File: config.mk
export PLATFORM = sky130hd
export DESIGN_NAME = ipsl_pcie_apb2dbi_v2_0
export DESIGN_NICKNAME = d
export VERILOG_FILES = /design/src/rtl/ipsl_pcie_apb2dbi_v2_0.sv
export SDC_FILE = /design/constraint.sdc
export NUM_CORES = 1
export LEC_CHECK = 0
export ABC_AREA = 0
export BUFFER_PORTS_ARGS = -buffer_cell sky130_fd_sc_hd__buf_2
export CORE_UTILIZATION = 40
export DETAILED_ROUTE_END_ITERATION = 8
export PLACE_DENSITY = 0.74
export SYNTH_ARGS = -nofsm -noshare
export SYNTH_HDL_FRONTEND = slang
export SYNTH_SLANG_ARGS = --single-unit
File: constraint.sdc
create_clock -name pclk_div2 -period 4.8 [get_ports pclk_div2]
set_input_delay 0.48 -clock pclk_div2 [delete_from_list [all_inputs] [get_ports pclk_div2]]
set_output_delay 0.48 -clock pclk_div2 [all_outputs]
set_load 0.01 [all_outputs]
File: src/rtl/ipsl_pcie_apb2dbi_v2_0.sv
// APB (pclk_div2) to PCIe controller LBC/DBI config-space bridge with ack timeout and slverr.
// Latency: access sampled T0, dbi_cs at T1, ack sampled Tk, p_rdy at Tk+2 (posted writes: p_rdy at T2).
// Backpressure: one access in flight; dbi_halt stalls completion; PCIE_APB2DBI_WPOST_EN enables write posting.
`timescale 1ns/1ps

module ipsl_pcie_apb2dbi_v2_0 #(
  parameter int unsigned      ADDR_W   = 16,
  parameter int unsigned      DBI_AW   = 12,
  parameter int unsigned      TO_W     = 8,
  parameter logic [TO_W-1:0]  TO_LIMIT = 8'd200,
  parameter logic [31:0]      ERR_DATA = 32'hDEAD_BEEF
) (
  input  logic              pclk_div2,
  input  logic              apb_rst_n,
  // APB config port
  input  logic              p_sel,
  input  logic              p_ce,
  input  logic              p_we,
  input  logic [3:0]        p_strb,
  input  logic [ADDR_W-1:0] p_addr,
  input  logic [31:0]       p_wdata,
  output logic              p_rdy,
  output logic [31:0]       p_rdata,
  output logic              p_slverr,
  // controller LBC/DBI side
  output logic [31:0]       dbi_addr,
  output logic [31:0]       dbi_din,
  output logic              dbi_cs,
  output logic              dbi_cs2,
  output logic [3:0]        dbi_wr,
  output logic              app_dbi_ro_wr_disable,
  input  logic              lbc_dbi_ack,
  input  logic [31:0]       lbc_dbi_dout,
  input  logic              dbi_halt,
  output logic              post_err
);

`ifdef PCIE_APB2DBI_WPOST_EN
  localparam bit WPOST_EN = 1'b1;
`else
  localparam bit WPOST_EN = 1'b0;
`endif

  // WPOST: a write already completed on APB, still waiting for the DBI ack.
  typedef enum logic [1:0] {
    S_IDLE  = 2'd0,
    S_WAIT  = 2'd1,
    S_RESP  = 2'd2,
    S_WPOST = 2'd3
  } state_t;

  state_t             r_state;
  state_t             w_state_nxt;

  logic [TO_W-1:0]    r_cnt;
  logic               r_we;
  logic               r_err;
  logic [31:0]        r_rdbuf;

  logic               w_apb_held;
  logic               w_apb_access;
  logic               w_busy;
  logic [TO_W-1:0]    w_cnt_inc;
  logic               w_to_hit;
  logic               w_done;
  logic               w_timeout;
  logic               w_first;
  logic               w_load;
  logic               w_rdy_set;
  logic [31:0]        w_dbi_addr;

  // Address bits above the DBI span carry no meaning for config space.
  generate
    if (ADDR_W > DBI_AW) begin : g_addr_hi
      logic w_unused_addr_hi;
      assign w_unused_addr_hi = ^p_addr[ADDR_W-1:DBI_AW];
    end
  endgenerate

  assign w_apb_held   = p_sel & p_ce;
  // The p_rdy cycle itself must not be taken as a fresh access.
  assign w_apb_access = w_apb_held & ~p_rdy;
  assign w_busy       = (r_state == S_WAIT) || (r_state == S_WPOST);
  assign w_cnt_inc    = r_cnt + {{(TO_W-1){1'b0}}, 1'b1};
  // Fires on the TO_LIMIT-th DBI wait cycle without an ack.
  assign w_to_hit     = (w_cnt_inc == TO_LIMIT);
  // Ack wins over a simultaneous timeout.
  assign w_done       = w_busy & (lbc_dbi_ack | w_to_hit);
  assign w_timeout    = w_busy & ~lbc_dbi_ack & w_to_hit;
  assign w_first      = (r_cnt == {TO_W{1'b0}});
  assign w_dbi_addr   = {{(32-DBI_AW){1'b0}}, p_addr[DBI_AW-1:2], 2'b00};

  // State register.
  always_ff @(posedge pclk_div2 or negedge apb_rst_n) begin
    if (!apb_rst_n) begin
      r_state <= S_IDLE;
    end else begin
      r_state <= w_state_nxt;
    end
  end

  // Next-state and per-cycle strobes: access launch and APB completion.
  always_comb begin
    w_state_nxt = r_state;
    w_load      = 1'b0;
    w_rdy_set   = 1'b0;
    unique case (r_state)
      S_IDLE: begin
        if (w_apb_access) begin
          w_load      = 1'b1;
          w_state_nxt = (WPOST_EN && p_we) ? S_WPOST : S_WAIT;
        end
      end
      S_WAIT: begin
        if (w_done) begin
          w_state_nxt = S_RESP;
        end
      end
      S_RESP: begin
        // A master that dropped sel/ce here has aborted: finish silently.
        if (!dbi_halt) begin
          w_state_nxt = S_IDLE;
          w_rdy_set   = w_apb_held;
        end
      end
      S_WPOST: begin
        // The posted write completes on APB in its first cycle, then waits out the DBI.
        w_rdy_set = w_first & w_apb_held;
        if (w_done) begin
          w_state_nxt = S_IDLE;
        end
      end
      default: begin
        w_state_nxt = S_IDLE;
      end
    endcase
  end

  // DBI drive, timeout counter, read capture and APB response registers.
  always_ff @(posedge pclk_div2 or negedge apb_rst_n) begin
    if (!apb_rst_n) begin
      dbi_addr              <= 32'd0;
      dbi_din               <= 32'd0;
      dbi_cs                <= 1'b0;
      dbi_cs2               <= 1'b0;
      dbi_wr                <= 4'd0;
      app_dbi_ro_wr_disable <= 1'b0;
      p_rdy                 <= 1'b0;
      p_rdata               <= 32'd0;
      p_slverr              <= 1'b0;
      r_cnt                 <= {TO_W{1'b0}};
      r_we                  <= 1'b0;
      r_err                 <= 1'b0;
      r_rdbuf               <= 32'd0;
    end else begin
      dbi_wr   <= 4'd0;
      p_rdy    <= w_rdy_set;
      p_slverr <= w_rdy_set & (r_state == S_RESP) & r_err;
      // Read data reaches p_rdata only when the completion is actually issued.
      if (w_rdy_set && (r_state == S_RESP) && !r_we) begin
        p_rdata <= r_rdbuf;
      end
      if (w_load) begin
        dbi_cs                <= 1'b1;
        dbi_cs2               <= p_addr[0];
        app_dbi_ro_wr_disable <= p_addr[1];
        dbi_addr              <= w_dbi_addr;
        dbi_din               <= p_wdata;
        dbi_wr                <= p_we ? p_strb : 4'd0;
        r_we                  <= p_we;
        r_cnt                 <= {TO_W{1'b0}};
        r_err                 <= 1'b0;
      end else if (w_done) begin
        dbi_cs                <= 1'b0;
        dbi_cs2               <= 1'b0;
        app_dbi_ro_wr_disable <= 1'b0;
        r_cnt                 <= w_cnt_inc;
        r_err                 <= w_timeout;
        if (!r_we) begin
          r_rdbuf <= lbc_dbi_ack ? lbc_dbi_dout : ERR_DATA;
        end
      end else if (w_busy) begin
        r_cnt <= w_cnt_inc;
      end
    end
  end

`ifdef PCIE_APB2DBI_WPOST_EN
  logic r_post_err;

  // Sticky record of a posted write that never got its DBI ack.
  always_ff @(posedge pclk_div2 or negedge apb_rst_n) begin
    if (!apb_rst_n) begin
      r_post_err <= 1'b0;
    end else if (w_timeout && (r_state == S_WPOST)) begin
      r_post_err <= 1'b1;
    end
  end

  assign post_err = r_post_err;
`else
  assign post_err = 1'b0;
`endif

endmodule

* After elaboration in Yosys (flattened, before gate mapping)
Cells that the tools add are included.
** Operators by class
- $add $sub $neg :: 1
- Equal/unequal tests :: 8
- Mux-type cells :: 21
- Bitwise logic cells :: 13
- Reduce and logical (&&, ||, !) cells :: 10
** Operators with widths (count)
- $mux W32 :: 1
- $mux W8 :: 3
- $mux W1 :: 9
- $add A8 B1 Y8 const B :: 1
- $and A1 B1 Y1 :: 8
- $eq A8 B8 Y1 const B :: 1
- $logic_not A8 Y1 :: 1
- $mux W2 :: 4
- $mux W4 :: 2
- $ne A2 B2 Y1 const B :: 4
- $pmux W2 S4 :: 1
- $eq A2 B2 Y1 const B :: 2
- $not A1 Y1 :: 4
- $reduce_and A4 Y1 :: 1
- $reduce_and A3 Y1 :: 1
- $reduce_bool A3 Y1 :: 1
- $eq A2 B1 Y1 const B :: 1
- $logic_and A1 B1 Y1 :: 2
- $logic_not A2 Y1 :: 1
- $pmux W1 S2 :: 1
- $reduce_bool A2 Y1 :: 1
- $logic_not A1 Y1 :: 1
- $logic_or A1 B1 Y1 :: 1
- $or A1 B1 Y1 :: 1
** Word-level totals
- Bits in registers :: 127
- Input bits :: 91
- Word-level logic and storage cells :: 67

* Longest topological paths before layout
- Depth after elaboration :: 6
- Mapped depth :: 7
- Mapped depth without buffers :: 5

* Least setup slack after synthesis
OpenSTA, ideal clock, no wires.
- Kind :: register -> register
- Start :: register r_cnt[6]
- End :: register r_rdbuf[10]
- Library setup time :: 0.063 ns
- Data arrival time :: 2.062 ns
- Setup slack :: 2.674 ns
- Stages on the path, launching flop included :: 8
- Clock period less this slack :: 2.126 ns
- Cells stage by stage :: dfrtp_1 -> buf_4 -> xnor2_1 -> or4b_4 -> a2111o_1 -> a21boi_4 -> buf_6 -> o22a_2
** On the way
- Word-level cells in the longest chain between the ends :: 5
** Ends and longest elaborated chain
- start: declaration :: line 55 : logic [TO_W-1:0] r_cnt;
- start signal: assignment :: line 151 : r_cnt <= {TO_W{1'b0}};
- start signal: assignment :: line 171 : r_cnt <= {TO_W{1'b0}};
- start signal: assignment :: line 177 : r_cnt <= w_cnt_inc;
- $add A8 B1 Y8 :: line 84 : assign w_cnt_inc = r_cnt + {{(TO_W-1){1'b0}}, 1'b1};
- $eq A8 B8 Y1 :: line 86 : assign w_to_hit = (w_cnt_inc == TO_LIMIT);
- $or A1 B1 Y1 :: line 88 : assign w_done = w_busy & (lbc_dbi_ack | w_to_hit);
- $and A1 B1 Y1 :: line 88
- $reduce_and A3 Y1 (no line)
- end signal: assignment :: line 180 : r_rdbuf <= lbc_dbi_ack ? lbc_dbi_dout : ERR_DATA;
- end: declaration :: line 58 : logic [31:0] r_rdbuf;
Every way passes these cells.
A chain may end at the register's enable or synchronous reset.

* Worst setup path in the final report
- Start :: register r_cnt[2]
- End :: register r_rdbuf[19]
The elaborated chain is that of the path after synthesis.

==> results.toml <==
[clock_tree]
ctsHtreeMaxLevel = 4
ctsRootBufferMaster = "clkbuf_16"
path_clk_slew_ns = 0.06
cts_sinks = 127
cts_tree = "done"
cts_buffer_depth = 2
cts_made_buffers = 17
clkLatencyLatePin_ns = 0.41
post_cts_resized = 0

[layout]
drive_above_1_share = 0.402
fin_area_um2 = 6610
diodes = 0
area_delta_synth_final_pct = 29.0
nFillCells = 1100
final_util = 0.539
finalNetCount = 714

[power_and_ir_drop]
power_mw = 3.87
clock_power_share = 0.316
p_int_mw = 2.72
p_per_area_nw_per_um2 = 585
cellLeakagePower_nw = 3.49
p_comb_frac = 0.245
seq_power_share = 0.439
p_sw_mw = 1.15
irDropWorstVdd_uv = 336
swShare = 0.297

[sta]
max_freq_mhz = 372
finalCriticalPeriod_ns = 2.69
skew_ns = 0.00942
tightest_slew_ns = 1.13
final-setup-viol-count = 0
period_share = 0.561
worst_slack_ns = 2.11
finalHoldViolations = 0
slew-limit-headroom = 0.241
timing.setup.tns_ns = 0
rsz0062_at_grt = "no"
report.final.slew_viol_count = 0

[detailed_routing]
ant_nets = 0
vias = 3783
drt_pass1_iterations = 4
vias_per_cell = 4.72
drc_errors = 0
drt_iter0_markers = 147
wl_per_cell_um = 13.9
postRouteWirelength_mm = 11.2

[yosys]
synth_area_um2 = 5120
synth_cell_types = 40
synth-edff-count = 0
synth.most_common_cell = "nand2_1"
synth-simple-area-share = 0.138
synth_top_family_by_area = "simple AND/OR/NAND/NOR gates"
netlist_instances = 450
yosys_most_used_dff = "dfrtp_1"
syn_avg_cell_area_um2 = 11.4
synthMuxAreaShare = 0.0782
ys_warn_count = 0
synth.area.top_cells = "dfrtp_1 62%, nand2_1 11%, mux2_2 7.0%, o22a_2 3.9%, buf_4 3.5%"
synth_fa_ha_area_frac = 0.00489
async_flop_share = 1.00
netlist.top_cell.by_area = "dfrtp_1"
yosys-top-cells-count = "145 x nand2_1, 127 x dfrtp_1, 32 x mux2_2"
ys_ff_latch = 127
synth_top_area_frac = 0.621
synth-compound-area-share = 0.0909
synth-xor-area-share = 0.0103
yosysSeqAreaShare = 0.621

[global_routing]
grt_usage = 0.180
grt_overflow = 0
antenna_found_initial = 0
grt_pass1_wl_mm = 18.0
grt_pass1_vias = 3684
grt_start_max_net_pins = 62

[setup_path]
cp_max_fo = 24
cp-end-kind = "flop"
worstPathRequired_ns = 5.15
worstSetupPathType = "reg2reg"
cp.arrival_ns = 3.04
critPathLaunchType = "flop"

[run_status]
outcome = "complete, no violations"

[floorplanning]
core_area_um2 = 12300
initial_core_util = 0.418
die_h_um = 115
dieArea_um2 = 13300
die_width_um = 115
ios = 197
rows = 40

[placed_design]
io_buffers = 169
hpwl_mm = 7.72
pre_cts_slack_ns = 2.11
place_area_um2 = 6040
gp_congestion = 0.806

[worst_hold_path]
holdCritPathClass = "in2reg"

[run]
drv_cap = 0
-- layout by cell type (no fill, tap or decap), types with 3 or more instances in the layout --
cell type / count
mux2_2: 32
o21ai_0: 12
nand2_1: 145
a22o_1: 8
a21oi_1: 3
buf_2: 168
dfrtp_1: 127
inv_1: 4
o22a_1: 4
xnor2_1: 3
conb_1: 23
o22a_2: 20
clkinv_2: 3
nand3_1: 4
xor2_1: 3
clkbuf_1: 7
clkbuf_16: 17
nor2_1: 7
and3_1: 6
mux2i_1: 4
buf_4: 5
-- worst max-delay path, cell delays in order, from the launching register on --
cell and delay, ns:
dfrtp_1 0.45, nand3_1 0.21, or4b_4 0.54, a2111o_1 0.46, a21boi_4 0.67, o22a_2 0.29
-- worst paths after layout --
check	start	endpoint	slack [ns]	cells past startpoint
max in group asynchronous	apb_rst_n	p_rdata[28]	3.34	3
hold reg to reg	dbi_din[18]	dbi_din[18]	0.47	2
setup reg to reg	r_cnt[2]	r_rdbuf[19]	2.11	5
setup / recovery	r_cnt[2]	r_rdbuf[19]	2.11	5
min in group asynchronous	apb_rst_n	dbi_din[0]	0.46	2
hold / removal	p_addr[6]	dbi_addr[6]	0.26	3
-- what timing repair did --
action / CTS / global route
hold buffers: 1 / 0
buffers inserted: 0 / 0
hold endpoints to repair: 10 / 0
-- cells by family after synthesis --
kind of cell / after synthesis
AO/OA/AOI/OAI: 56
XOR/XNOR: 6
adder cells (fa/ha/maj): 2
buffers and inverters: 49
flip-flops: 127
multiplexers: 36
other: 1
AND/OR/NAND/NOR: 173
-- power groups by stage --
stage,sequential (mW),combinational [mW],clock (mW)
after floorplan,1.79,0.462,0
after global placement,1.68,0.926,0
after detailed placement,1.71,0.966,0
after CTS,1.70,0.967,1.25
after global routing,1.75,1.06,1.30
final,1.70,0.947,1.22
-- area by class of cell --
type	count	area (um2)	area share
well taps	168	210	0.0318
clock buffers	26	479	0.0725
inverters	5	18.8	0.00284
repair buffers	174	888	0.134
clock inverters	6	82.6	0.0125
multi-input cells	296	1750	0.265
flip-flops and latches	127	3180	0.481
-- sequential cells by signal (all words and copies together) (netlist names), 2 cells and up --
name,cells
dbi_wr,4
r_state,2
dbi_din,32
dbi_addr,10
p_rdata,32
r_cnt,8
r_rdbuf,32
-- stage by stage --
step | instances | hold slack (ns)
2_1_floorplan | 472 | 0.184
3_3_place_gp | 769 | 0.315
3_5_place_dp | 769 | 0.317
4_1_cts | 802 | 0.242
5_1_grt | 802 | 0.248
6_report | 802 | 0.260
-- per-layer routing --
metal  wire length (um)  part of all wire  up-vias  GRT usage
met5                  0                 0        -          0
met4                210             0.019        0     0.0814
met3                707             0.063       16     0.0601
met2               5360              0.48      144      0.293
met1               4900              0.44     1825      0.219
li1                   -                 -     1798          -
(Power assumes the default switching activity.)
